**config.mk**
```make
export PLATFORM = sky130hd
export DESIGN_NAME = vga_scan_out_flat
export DESIGN_NICKNAME = d
export VERILOG_FILES = /design/src/rtl/vga_scan_out_if.sv /design/src/rtl/vga_scan_out.sv /design/src/flat_wrapper.sv
export SDC_FILE = /design/constraint.sdc
export NUM_CORES = 1
export LEC_CHECK = 0
export BUFFER_PORTS_ARGS = -buffer_cell sky130_fd_sc_hd__buf_2
export CORE_MARGIN = 5
export CORE_UTILIZATION = 46
export DETAILED_ROUTE_END_ITERATION = 10
export MAX_ROUTING_LAYER = met4
export PLACE_DENSITY = 0.77
export SLEW_MARGIN = 20
export SYNTH_ARGS = -nofsm -noshare
export SYNTH_HDL_FRONTEND = slang
export SYNTH_SLANG_ARGS = --single-unit
```
**constraint.sdc**
```tcl
create_clock -name fpga_CLK_AUX -period 1.9 [get_ports fpga_CLK_AUX]
set_input_delay 0.19 -clock fpga_CLK_AUX [delete_from_list [all_inputs] [get_ports fpga_CLK_AUX]]
set_output_delay 0.19 -clock fpga_CLK_AUX [all_outputs]
set_load 0.01 [all_outputs]
```
**src/rtl/vga_scan_out_if.sv**
```systemverilog
// Pixel FIFO read port between the VGA scan-out engine and the show-ahead FIFO.
//   fifo_rdata  : head word, RGB565 (R[15:11] G[10:5] B[4:0]), valid when !fifo_rempty
//   fifo_rempty : FIFO empty
//   fifo_rfull  : FIFO full
//   fifo_read   : pop strobe from the scan-out engine
// master = scan-out engine (consumer), slave = FIFO side.
interface vga_scan_out_if;
  logic [15:0] fifo_rdata;
  logic        fifo_rempty;
  logic        fifo_rfull;
  logic        fifo_read;

  modport master (
    input  fifo_rdata,
    input  fifo_rempty,
    input  fifo_rfull,
    output fifo_read
  );

  modport slave (
    output fifo_rdata,
    output fifo_rempty,
    output fifo_rfull,
    input  fifo_read
  );
endinterface

```
**src/rtl/vga_scan_out.sv**
```systemverilog
// VGA scan-out back end (pixel clock domain).
// Generates raster timing and pops one RGB565 word per active pixel from the
// pixel FIFO. After an underflow it stops popping until the FIFO reports full
// again, then resynchronises at the next frame start.
// Ports:
//   fpga_CLK_AUX : pixel clock
//   n_rst        : asynchronous active-low reset
//   fifo         : FIFO read port (master side; fifo_read is combinational)
//   vga_HS/VS    : active-low syncs, registered
//   vga_BLANK    : 1 = active video, registered
//   vga_R/G/B    : 8-bit colour, RGB565 expanded by MSB replication
//   frame_start  : 1-cycle pulse when the raster is at pixel (0,0)
//   underflow    : sticky underflow flag, cleared only by reset
module vga_scan_out #(
  parameter int HDISP  = 640,
  parameter int HFP    = 16,
  parameter int HPULSE = 96,
  parameter int HBP    = 48,
  parameter int VDISP  = 480,
  parameter int VFP    = 11,
  parameter int VPULSE = 2,
  parameter int VBP    = 31
) (
  input  logic                 fpga_CLK_AUX,
  input  logic                 n_rst,
  vga_scan_out_if.master       fifo,
  output logic                 vga_HS,
  output logic                 vga_VS,
  output logic                 vga_BLANK,
  output logic [7:0]           vga_R,
  output logic [7:0]           vga_G,
  output logic [7:0]           vga_B,
  output logic                 frame_start,
  output logic                 underflow
);

  localparam int HTOTAL = HDISP + HFP + HPULSE + HBP;
  localparam int VTOTAL = VDISP + VFP + VPULSE + VBP;
  localparam int HW     = $clog2(HTOTAL);
  localparam int VW     = $clog2(VTOTAL);

  localparam logic [HW-1:0] H_LAST   = HW'(HTOTAL - 1);
  localparam logic [VW-1:0] V_LAST   = VW'(VTOTAL - 1);
  localparam logic [HW-1:0] H_DISP   = HW'(HDISP);
  localparam logic [VW-1:0] V_DISP   = VW'(VDISP);
  localparam logic [HW-1:0] HS_START = HW'(HDISP + HFP);
  localparam logic [HW-1:0] HS_END   = HW'(HDISP + HFP + HPULSE);
  localparam logic [VW-1:0] VS_START = VW'(VDISP + VFP);
  localparam logic [VW-1:0] VS_END   = VW'(VDISP + VFP + VPULSE);

  localparam logic [1:0] WAIT_FULL = 2'd0;
  localparam logic [1:0] WAIT_SOF  = 2'd1;
  localparam logic [1:0] RUN       = 2'd2;

  // RGB565 channel expansion to 8 bits by replicating the MSBs into the LSBs,
  // so full-scale codes map to 8'hFF and zero stays zero.
  function automatic logic [7:0] expand5(input logic [4:0] v);
    return {v, v[4:2]};
  endfunction

  function automatic logic [7:0] expand6(input logic [5:0] v);
    return {v, v[5:4]};
  endfunction

  logic [HW-1:0] hcnt;
  logic [VW-1:0] vcnt;
  logic [1:0]    state;

  // ---- stage p0: raster decode and pop decision from the current counters ----
  logic active_p0;
  logic hs_n_p0;
  logic vs_n_p0;
  logic last_pos_p0;
  logic vld_p0;

  assign active_p0   = (hcnt < H_DISP) && (vcnt < V_DISP);
  assign hs_n_p0     = !((hcnt >= HS_START) && (hcnt < HS_END));
  assign vs_n_p0     = !((vcnt >= VS_START) && (vcnt < VS_END));
  assign last_pos_p0 = (hcnt == H_LAST) && (vcnt == V_LAST);
  // Pop only in RUN, on active pixels, and only when the head word is valid.
  assign vld_p0      = (state == RUN) && active_p0 && !fifo.fifo_rempty;
  assign fifo.fifo_read = vld_p0;

  always_ff @(posedge fpga_CLK_AUX or negedge n_rst) begin
    if (!n_rst) begin
      hcnt <= '0;
      vcnt <= '0;
    end else if (hcnt == H_LAST) begin
      hcnt <= '0;
      vcnt <= (vcnt == V_LAST) ? '0 : vcnt + VW'(1);
    end else begin
      hcnt <= hcnt + HW'(1);
    end
  end

  // A frame end seen in WAIT_FULL does not skip WAIT_SOF: RUN always begins
  // at a frame start that follows a full FIFO, so every frame starts aligned.
  always_ff @(posedge fpga_CLK_AUX or negedge n_rst) begin
    if (!n_rst) begin
      state     <= WAIT_FULL;
      underflow <= 1'b0;
    end else begin
      case (state)
        WAIT_FULL: if (fifo.fifo_rfull) state <= WAIT_SOF;
        WAIT_SOF:  if (last_pos_p0) state <= RUN;
        RUN: begin
          if (active_p0 && fifo.fifo_rempty) begin
            state     <= WAIT_FULL;
            underflow <= 1'b1;
          end
        end
        default:   state <= WAIT_FULL;
      endcase
    end
  end

  // ---- stage p1: registered pin outputs, one cycle behind the counters ----
  always_ff @(posedge fpga_CLK_AUX or negedge n_rst) begin
    if (!n_rst) begin
      vga_HS      <= 1'b1;
      vga_VS      <= 1'b1;
      vga_BLANK   <= 1'b0;
      vga_R       <= 8'd0;
      vga_G       <= 8'd0;
      vga_B       <= 8'd0;
      frame_start <= 1'b0;
    end else begin
      vga_HS      <= hs_n_p0;
      vga_VS      <= vs_n_p0;
      vga_BLANK   <= active_p0;
      frame_start <= last_pos_p0;
      if (vld_p0) begin
        vga_R <= expand5(fifo.fifo_rdata[15:11]);
        vga_G <= expand6(fifo.fifo_rdata[10:5]);
        vga_B <= expand5(fifo.fifo_rdata[4:0]);
      end else begin
        vga_R <= 8'd0;
        vga_G <= 8'd0;
        vga_B <= 8'd0;
      end
    end
  end

endmodule

```
**src/flat_wrapper.sv**
```systemverilog
// flat-port wrapper written by rule: the top's interface ports become plain ports
module vga_scan_out_flat 
#(
  parameter int HDISP  = 640,
  parameter int HFP    = 16,
  parameter int HPULSE = 96,
  parameter int HBP    = 48,
  parameter int VDISP  = 480,
  parameter int VFP    = 11,
  parameter int VPULSE = 2,
  parameter int VBP    = 31
)
  (fpga_CLK_AUX, n_rst, vga_HS, vga_VS, vga_BLANK, vga_R, vga_G, vga_B, frame_start, underflow, fifo_fifo_rdata, fifo_fifo_rempty, fifo_fifo_rfull, fifo_fifo_read);
  vga_scan_out_if fifo_i ();
  input  logic fpga_CLK_AUX;
  input  logic n_rst;
  output logic vga_HS;
  output logic vga_VS;
  output logic vga_BLANK;
  output logic [7:0] vga_R;
  output logic [7:0] vga_G;
  output logic [7:0] vga_B;
  output logic frame_start;
  output logic underflow;
  input wire logic [$bits(fifo_i.fifo_rdata)-1:0] fifo_fifo_rdata;
  input wire logic [$bits(fifo_i.fifo_rempty)-1:0] fifo_fifo_rempty;
  input wire logic [$bits(fifo_i.fifo_rfull)-1:0] fifo_fifo_rfull;
  output wire logic [$bits(fifo_i.fifo_read)-1:0] fifo_fifo_read;
  assign fifo_i.fifo_rdata = fifo_fifo_rdata;
  assign fifo_i.fifo_rempty = fifo_fifo_rempty;
  assign fifo_i.fifo_rfull = fifo_fifo_rfull;
  assign fifo_fifo_read = fifo_i.fifo_read;
  vga_scan_out #(.HDISP(HDISP), .HFP(HFP), .HPULSE(HPULSE), .HBP(HBP), .VDISP(VDISP), .VFP(VFP), .VPULSE(VPULSE), .VBP(VBP)) u_core (.fpga_CLK_AUX(fpga_CLK_AUX), .n_rst(n_rst), .fifo(fifo_i), .vga_HS(vga_HS), .vga_VS(vga_VS), .vga_BLANK(vga_BLANK), .vga_R(vga_R), .vga_G(vga_G), .vga_B(vga_B), .frame_start(frame_start), .underflow(underflow));
endmodule
```
==> flow_metrics.tcl, run 1 <==
set metrics [dict create \
    dp_hpwl_um 2655 \
    synthArstFlopShare_pct 100.0 \
    drive_above_1_share_pct 35.78 \
    leakage_uw 0.001161 \
    yosys_warnings 0 \
    syn-mean-instance-area_um2 11.56 \
    ctsLongestPathBuffers 2 \
    yosys-top-cells-count "dfrtp_1, and2_1, nand3_1" \
    slew_viol_final 0 \
    synth.most_common_cell "dfrtp_1" \
    ys_seq_elements 43 \
    holdPathStages 2 \
    synth_edf_count 0 \
    required_ns 2.13 \
    cts_max_level 2 \
    synthesis.area_um2 1849 \
    final_cells 268 \
    finalSetupViolations 0 \
    fmax_mhz 550.4 \
    max_stage_delay_ns 0.51 \
    crit_fanout 5 \
    area_growth_pct 22.87 \
    power.density_nw_per_um2 671.1 \
    ant_nets 0 \
    die_width_um 73.41 \
    antenna_found_initial 0 \
    synth_area_leaders "dfrtp_1, and2_1, xnor2_1, nand3_1, buf_4" \
    clock_latency_ns 0.30 \
    reg2reg_depth 5 \
    numCtsBuffers 5 \
    dieHeight_um 73.41 \
    finalWirelength_um 3593 \
    dieArea_um2 5388 \
    drt_pass1_iterations 4 \
    postSynthCellCount 160 \
    synth_nets 184 \
    clkTransAtPathRegs_ns 0.08 \
    synth_top_area_cell "dfrtp_1" \
    grt_pass1_vias 1293 \
    fin_setup_tns_ns 0 \
    rows 23 \
    drt_iter0_markers 89 \
    crit_chain "ha_2, nand3_2, or3_4, or4_1, a21oi_1" \
    worst_slew_pin_slew_ns 0.5258 \
    start_kind "flop" \
    gr-total-overflow 0 \
    fin_crit_sh_pct 95.62 \
    grt.total_usage_pct 14.54 \
    critPathSlowestCell "or4_1" \
    endpoint_kind "flop" \
    critPathArrivalTime_ns 2.05 \
    num_antenna_cells 0 \
    grt_pass1_wl_um 5796 \
    yosysSeqAreaShare_pct 58.32 \
    portBuffers 49 \
    grt_start_max_net_pins 44 \
    cts_tree "done" \
    maxCapViolCount 0 \
    stdcell_area_um2 2272 \
    irDropWorstVdd_uv 446.2 \
    routabilityCongestion 0.7506 \
    finalClockSkew_ns 0.008970 \
    hp-class "in -> reg" \
    relSlewSlack_pct 64.95 \
    start_util_pct 46.91 \
    dpl_cell_area_um2 2156 \
    finalCriticalPeriod_ns 1.817 \
    wire_per_inst_um 13.41 \
    path_class "reg -> reg" \
    placed_cells 258 \
    core_area_um2 3943 \
    pin_count 50 \
    synth_cell_types 39 \
    cts.sinks 43 \
    status "finished, final reports clean" \
    nets 241 \
    drc 0 \
    synth_ff_type "dfrtp_1" \
    vias 1294 \
    hold_viol 0 \
    cts_root_buffer "clkbuf_8" \
    yosysTopAreaCellShare_pct 55.48 \
    via_per_inst 4.828 \
]
-- layout make-up --
cell class                      count  area, µm²
Clock buffer                        6      72.57
Clock inverter                      2      12.51
Fill cell                         333       1670
Inverter                            5      18.77
Multi-Input combinational cell    100      681.9
Sequential cell                    43       1079
Tap cell                           50      62.56
Timing Repair Buffer               62      345.3
-- per-layer routing --
metal  up-vias  GRT usage (%)  wire [µm]
li1        645              -          -
met1       617          17.46       1501
met4         0          5.433         43
met5         -              -          0
met2        27          22.94       1859
met3         5          4.651        188
-- registers in the layout (all words and copies together) (netlist names) --
name and cells:
u_core.frame_start 1, u_core.hcnt 10, u_core.state 2, u_core.underflow 1, u_core.vcnt 10, u_core.vga_B 5, u_core.vga_BLANK 1, u_core.vga_G 6
u_core.vga_HS 1, u_core.vga_R 5, u_core.vga_VS 1
-- power by group --
group | internal (µW) | switching [µW]
registers | 916 | 0.674
logic | 18.7 | 24.4
clock network | 257 | 308
total | 1190 | 333
-- path summary, 6_finish.rpt --
path | to | slack [ns] | from
worst min register to register | u_core.underflow$_DFFE_PN0P_ | 0.48 | u_core.underflow$_DFFE_PN0P_
min in group asynchronous | u_core.hcnt[3]$_DFF_PN0_ | 0.49 | n_rst
worst max register to register | u_core.vcnt[9]$_DFFE_PN0N_ | 0.08 | u_core.hcnt[0]$_DFF_PN0_
max in group asynchronous | u_core.vga_HS$_DFF_PN1_ | 1.03 | n_rst
worst max-delay path | u_core.vcnt[9]$_DFFE_PN0N_ | 0.08 | u_core.hcnt[0]$_DFF_PN0_
worst min-delay path | u_core.vga_R[2]$_DFF_PN0_ | 0.1 | fifo_fifo_rdata[15]
-- cells by family after synthesis --
logic type      Yosys count  share of synthesized area, %
compound gates           13                         4.466
xor+xnor                 13                         6.157
fa+ha+maj                 4                         2.706
buf+inv                  17                         5.954
flops                    43                         58.32
mux                       1                        0.5413
simple gates             69                         21.85
-- timing repair --
item	CTS	global route
hold buffers	1	0
buffers inserted	0	1
gates resized for setup	1	2
hold endpoints to repair	41	0
endpoints found under the setup margin	1	3
-- critical path, delay by kind of cell, from the launching register on --
family	cells	cell delay, ns
fa+ha+maj	1	0.23
simple gates	3	0.99
compound gates	1	0.13
flops	1	0.41
-- cells in the final DEF, fill, tap and decap left out, types with 2 or more instances in the layout --
cell type  instances
dfstp_2            2
dfrtp_1           41
a21oi_1            2
and2_1            16
xor2_1             6
nand3b_1           2
nor3_1             4
clkbuf_8           5
nor2_1             9
nand2b_1           3
xnor2_1            7
nor4_1             2
ha_1               3
o21ai_0            5
buf_2             49
buf_4             12
or4_1              2
nand3_1           11
nand2_1            4
inv_1              5
and3_1             4
-- metrics by stage --
step                util (%)  total power (µW)  worst slack, ns  hold slack [ns]
CTS                    57.22              1541          0.06691          0.08449
global placement       54.68             977.6           0.1396           0.2904
floorplan                  -             938.4        -0.003879          -0.1056
global route           57.63              1583        -0.007466          0.08255
finish                 57.63              1525          0.08324          0.09508
detailed placement     54.68             977.8          0.07316           0.2914
Note: power is estimated with default switching activity, not from simulation.
==> inputs of run 2 (changes only) <==
--- a/config.mk
+++ b/config.mk
@@ -5,12 +5,12 @@
 export SDC_FILE = /design/constraint.sdc
 export NUM_CORES = 1
 export LEC_CHECK = 0
-export BUFFER_PORTS_ARGS = -buffer_cell sky130_fd_sc_hd__buf_2
+export BUFFER_PORTS_ARGS = -buffer_cell sky130_fd_sc_hd__clkbuf_2
 export CORE_MARGIN = 5
 export CORE_UTILIZATION = 46
 export DETAILED_ROUTE_END_ITERATION = 10
 export MAX_ROUTING_LAYER = met4
-export PLACE_DENSITY = 0.77
+export PLACE_DENSITY_LB_ADDON = 0.12
 export SLEW_MARGIN = 20
 export SYNTH_ARGS = -nofsm -noshare
 export SYNTH_HDL_FRONTEND = slang
==> run 2 against run 1 <==
Against the previous run: the run now ends with negative hold slack left; die area did not move; count of clock-buffer cells in the layout rose by 1; clock power rose by 10%; first-iteration DRC count fell by 53%; clock skew fell by 0.0026 ns; via count rose by 2.6%; sequential share of layout area barely moved; fmax rose by 2.9%; worst setup slack improved by 0.051 ns; critical path type unchanged.
==> flow_metrics.tcl, run 2 (synthesis results as in run 1) <==
set metrics [dict create \
    cts.sinks 43 \
    vias 1327 \
    core_area_um2 3943 \
    start_util_pct 46.91 \
    cts_root_buffer "clkbuf_8" \
    grt_pass1_wl_um 5616 \
    finalWorstSetupSlack_ns 0.1342 \
    met3_usage_pct 3.420 \
    endpoint_kind "flop" \
    reg_top3 "u_core.hcnt: 10 flops, u_core.vcnt: 10 flops, u_core.vga_G: 6 flops" \
    drive_above_1_share_pct 36.28 \
    critPathArrivalTime_ns 1.98 \
    rrSetupSlack_ns 0.13 \
    violations "negative hold slack" \
    wire_per_inst_um 12.94 \
    dpl_cell_area_um2 2141 \
    required_ns 2.11 \
    pre_cts_ws_ns 0.08138 \
    routabilityCongestion 0.8154 \
    dieHeight_um 73.41 \
    crit_family "simple AND/OR/NAND/NOR gates" \
    grt.total_usage_pct 13.90 \
    crit_fanout 5 \
    antenna_found_initial 0 \
    finalClockSkew_ns 0.006328 \
    cts_max_level 2 \
    finalSetupViolations 0 \
    via_per_inst 5.008 \
    numCtsBuffers 5 \
    use_met1_pct 15.71 \
    power.density_nw_per_um2 695.4 \
    stdcell_area_um2 2276 \
    clock_latency_ns 0.29 \
    num_antenna_cells 0 \
    path_class "reg -> reg" \
    area_growth_pct 23.07 \
    gr-total-overflow 0 \
    slew_viol_final 0 \
    portBuffers 49 \
    crit_cells 5 \
    dieArea_um2 5388 \
    worst_slew_pin_slew_ns 0.8171 \
    ant_nets 0 \
    max_stage_delay_ns 0.51 \
    r2r-start "u_core.hcnt[0]$_DFF_PN0_" \
    hp-class "in -> async" \
    cts_tree "done" \
    drc 0 \
    die_width_um 73.41 \
    hold_buffers 0 \
    mostFrequentLayoutCells "clkbuf_2, dfrtp_1, and2_1, nand3_1" \
    pin_count 50 \
    reg2reg_depth 5 \
    clkTransAtPathRegs_ns 0.08 \
    grt_pass1_vias 1282 \
    hold_viol 31 \
    grt_start_max_net_pins 36 \
    rows 23 \
    dp_hpwl_um 2656 \
    critPathSlowestCell "or4_1" \
    status "finished with violations" \
    maxCapViolCount 0 \
    relSlewSlack_pct 45.53 \
    critPathLaunch "u_core.hcnt[0]$_DFF_PN0_" \
    finalWirelength_um 3429 \
    nets 238 \
    fin_crit_sh_pct 92.94 \
    endpoint "u_core.vcnt[9]$_DFFE_PN0N_" \
    leakage_uw 0.001140 \
    hold_ws_ns -0.01249 \
    path_buf_inv 0 \
    start_kind "flop" \
    crit_chain "ha_4, nand3_2, or3_4, or4_1, a21oi_1" \
    fmax_mhz 566.3 \
    grtUsageMet2_pct 23.54 \
    layout_commonest_cell "clkbuf_2" \
    r2r-end "u_core.vcnt[9]$_DFFE_PN0N_" \
    rsz0062_at_grt "no" \
    drt_iter0_markers 42 \
    busiest_layer "met2" \
    ctsLongestPathBuffers 2 \
    finalCriticalPeriod_ns 1.766 \
    drt_pass1_iterations 4 \
    irDropWorstVdd_uv 346.4 \
]
[run 2: stage by stage]
step                cells  util, %  total power, µW  setup TNS [ns]
CTS                   264    57.06             1609               0
finish                265    57.73             1583               0
detailed placement    256    54.30            980.3               0
global placement      256    54.30            978.9               0
global route          265    57.73             1652               0
floorplan             160        -            938.4       -0.003879
[run 2: layout make-up]
type                       instances  area, µm²
fill                             342       1667
sequential                        43       1081
multi-input combinational        100      689.4
timing repair buffer              59      320.3
clock buffer                       7      96.34
tap                               50      62.56
inverter                           5      18.77
clock inverter                     1      7.507
[run 2: how the worst min path moves through the flow]
stage | cells after the start | startpoint | to
2_1_floorplan | 0 | n_rst | u_core.frame_start$_DFF_PN0_
3_3_place_gp | 1 | n_rst | u_core.vga_R[4]$_DFF_PN0_
3_5_place_dp | 1 | n_rst | u_core.vga_G[5]$_DFF_PN0_
4_1_cts | 1 | n_rst | u_core.vcnt[9]$_DFFE_PN0N_
5_1_grt | 1 | n_rst | u_core.hcnt[7]$_DFF_PN0_
6_report | 1 | n_rst | u_core.frame_start$_DFF_PN0_
[run 2: power breakdown]
part	internal (µW)	total, µW	switching [µW]
clock network	330	622	291
logic	18.8	43.5	24.7
registers	916	917	1.01
[run 2: repair_timing]
action	4_1_cts	5_1_grt
setup endpoints to repair	1	3
pin swaps	0	1
endpoints found under the hold margin	0	0
resized for setup	1	4
setup buffers	0	1
[run 2: per-layer routing]
metal	wire, µm	vias up	share of wire [%]
met2	1678	43	49
met5	0	-	0
met1	1395	646	41
met4	44	0	1.3
met3	311	5	9.1
li1	-	633	-
==> inputs of run 3 (changes only) <==
==> constraint.sdc (replaced) <==
create_clock -name fpga_CLK_AUX -period 1.9 [get_ports fpga_CLK_AUX]
set_input_delay 0.19 -clock fpga_CLK_AUX [delete_from_list [all_inputs] [get_ports fpga_CLK_AUX]]
set_output_delay 0.19 -clock fpga_CLK_AUX [all_outputs]
set_load 0.02 [all_outputs]
==> run 3 against run 2 <==
Against the previous run: the run still ends with negative hold slack left; combinational power is 4.6% higher; flip-flop and latch count did not move; cell count shrank 0.38%; highest routed layer unchanged.
==> flow_metrics.tcl, run 3 (synthesis results as in run 1) <==
set metrics [dict create \
    hold_viol 31 \
    power_switching_uw 344.5 \
    start_kind "flop" \
    required_ns 2.13 \
    routabilityCongestion 0.8150 \
    power.density_nw_per_um2 737.4 \
    numCtsBuffers 5 \
    wire_per_inst_um 13.09 \
    ctsLongestPathBuffers 2 \
    switching_share_pct 20.62 \
    placed_cells 256 \
    layout_commonest_cell "clkbuf_2" \
    dp_hpwl_um 2660 \
    start_util_pct 46.91 \
    grt_pass1_wl_um 5720 \
    dieHeight_um 73.41 \
    maxCapViolCount 0 \
    vias 1290 \
    area_growth_pct 22.53 \
    irDropWorstVdd_uv 472.8 \
    crit_fanout 5 \
    pin_count 50 \
    hold_ws_ns -0.03181 \
    final_cells 264 \
    endpoint_kind "flop" \
    gr-total-overflow 0 \
    violations "negative hold slack" \
    hp-class "in -> async" \
    fin_util_pct 57.47 \
    cts_tree "done" \
    internal_power_uw 1326 \
    fmax_mhz 550.1 \
    core_area_um2 3943 \
    finalSetupViolations 0 \
    via_per_inst 4.886 \
    finalClockSkew_ns 0.01012 \
    drt_pass1_iterations 4 \
    rows 23 \
    grt.total_usage_pct 14.49 \
    drc 0 \
    slew_viol_final 0 \
    clock_power_share_pct 42.4 \
    grt_start_max_net_pins 36 \
    path_class "reg -> reg" \
    clkTransAtPathRegs_ns 0.08 \
    fin_crit_sh_pct 95.67 \
    grt_pass1_vias 1291 \
    clock_latency_ns 0.30 \
    mostFrequentLayoutCells "clkbuf_2, dfrtp_1, and2_1, nand3_1, nor2_1" \
    hold_buffers 0 \
    relSlewSlack_pct 45.68 \
    drive_above_1_share_pct 35.51 \
    num_antenna_cells 0 \
    cts_max_level 2 \
    cts_root_buffer "clkbuf_8" \
    p_comb_share_pct 2.7 \
    status "finished with violations" \
    nets 237 \
    rsz0062_at_grt "no" \
    portBuffers 49 \
    worst_slew_pin_slew_ns 0.8148 \
    antenna_found_initial 0 \
    die_width_um 73.41 \
    finalWirelength_um 3455 \
    finalCriticalPeriod_ns 1.818 \
    reg_top3 "u_core.hcnt: 10 flops, u_core.vcnt: 10 flops, u_core.vga_G: 6 flops" \
    fin_setup_tns_ns 0 \
    drt_iter0_markers 60 \
    critPathArrivalTime_ns 2.05 \
    ant_nets 0 \
    dieArea_um2 5388 \
    leakage_uw 0.001143 \
    seqPwrFrac_pct 54.9 \
    cts.sinks 43 \
]
[run 3: final cells by class]
class,instances,area [µm²]
repair buffers,58,312.8
clock inverters,3,43.79
well taps,50,62.56
multi-input cells,100,680.7
fillers,331,1677
flip-flops and latches,43,1079
clock buffers,5,68.82
inverters,5,18.77
[run 3: repair_timing]
item | 4_1_cts | 5_1_grt
buffers inserted | 0 | 0
hold endpoints to repair | 0 | 0
gates resized for setup | 1 | 2
setup endpoints to repair | 1 | 1
[run 3: per-layer routing]
metal	GRT usage [%]	wire length, µm	vias up
li1	-	-	639
met1	16.06	1448	601
met2	24.03	1621	41
met3	4.651	328	9
met4	6.036	57	0
met5	-	0	-
[run 3: power by group through the flow]
stage / clock network [µW] / registers (µW) / logic [µW]
5_1_grt: 756 / 918 / 53.0
3_5_place_dp: 0 / 935 / 46.9
2_1_floorplan: 0 / 938 / 2.00
3_3_place_gp: 0 / 935 / 44.7
6_report: 708 / 917 / 45.5
4_1_cts: 720 / 917 / 47.4
[run 3: path summary, 6_finish.rpt]
kind / from / end / slack (ns) / cells past startpoint
max: u_core.hcnt[0]$_DFF_PN0_ / u_core.vcnt[9]$_DFFE_PN0N_ / 0.08 / 5
min: n_rst / u_core.state[1]$_DFFE_PN0P_ / -0.03 / 1
max reg2reg: u_core.hcnt[0]$_DFF_PN0_ / u_core.vcnt[9]$_DFFE_PN0N_ / 0.08 / 5
min reg2reg: u_core.state[1]$_DFFE_PN0P_ / u_core.state[0]$_DFFE_PN0P_ / 0.47 / 1
max in group asynchronous: n_rst / u_core.vga_B[2]$_DFF_PN0_ / 1.34 / 2
min in group fpga_CLK_AUX: fifo_fifo_rdata[10] / u_core.vga_G[1]$_DFF_PN0_ / 0.09 / 2
[run 3: worst max-delay path: stages, from the launching register on]
cell and delay, ns:
dfrtp_1 0.41, ha_2 0.23, nand3_2 0.08, or3_4 0.39, or4_1 0.50, a21oi_1 0.13
[run 3: through the flow]
| step | hold WS [ns] | setup slack [ns] | instance area (µm²) | power (µW) |
|---|---|---|---|---|
| 6_report | -0.03181 | 0.08219 | 2266 | 1671 |
| 5_1_grt | 0.05409 | 0.006872 | 2266 | 1726 |
| 4_1_cts | 0.007572 | 0.06326 | 2258 | 1684 |
| 3_5_place_dp | 0.3326 | 0.09143 | 2141 | 982.1 |
| 3_3_place_gp | 0.3199 | 0.1364 | 2141 | 980.2 |
| 2_1_floorplan | -0.1056 | -0.003879 | 1857 | 939.8 |
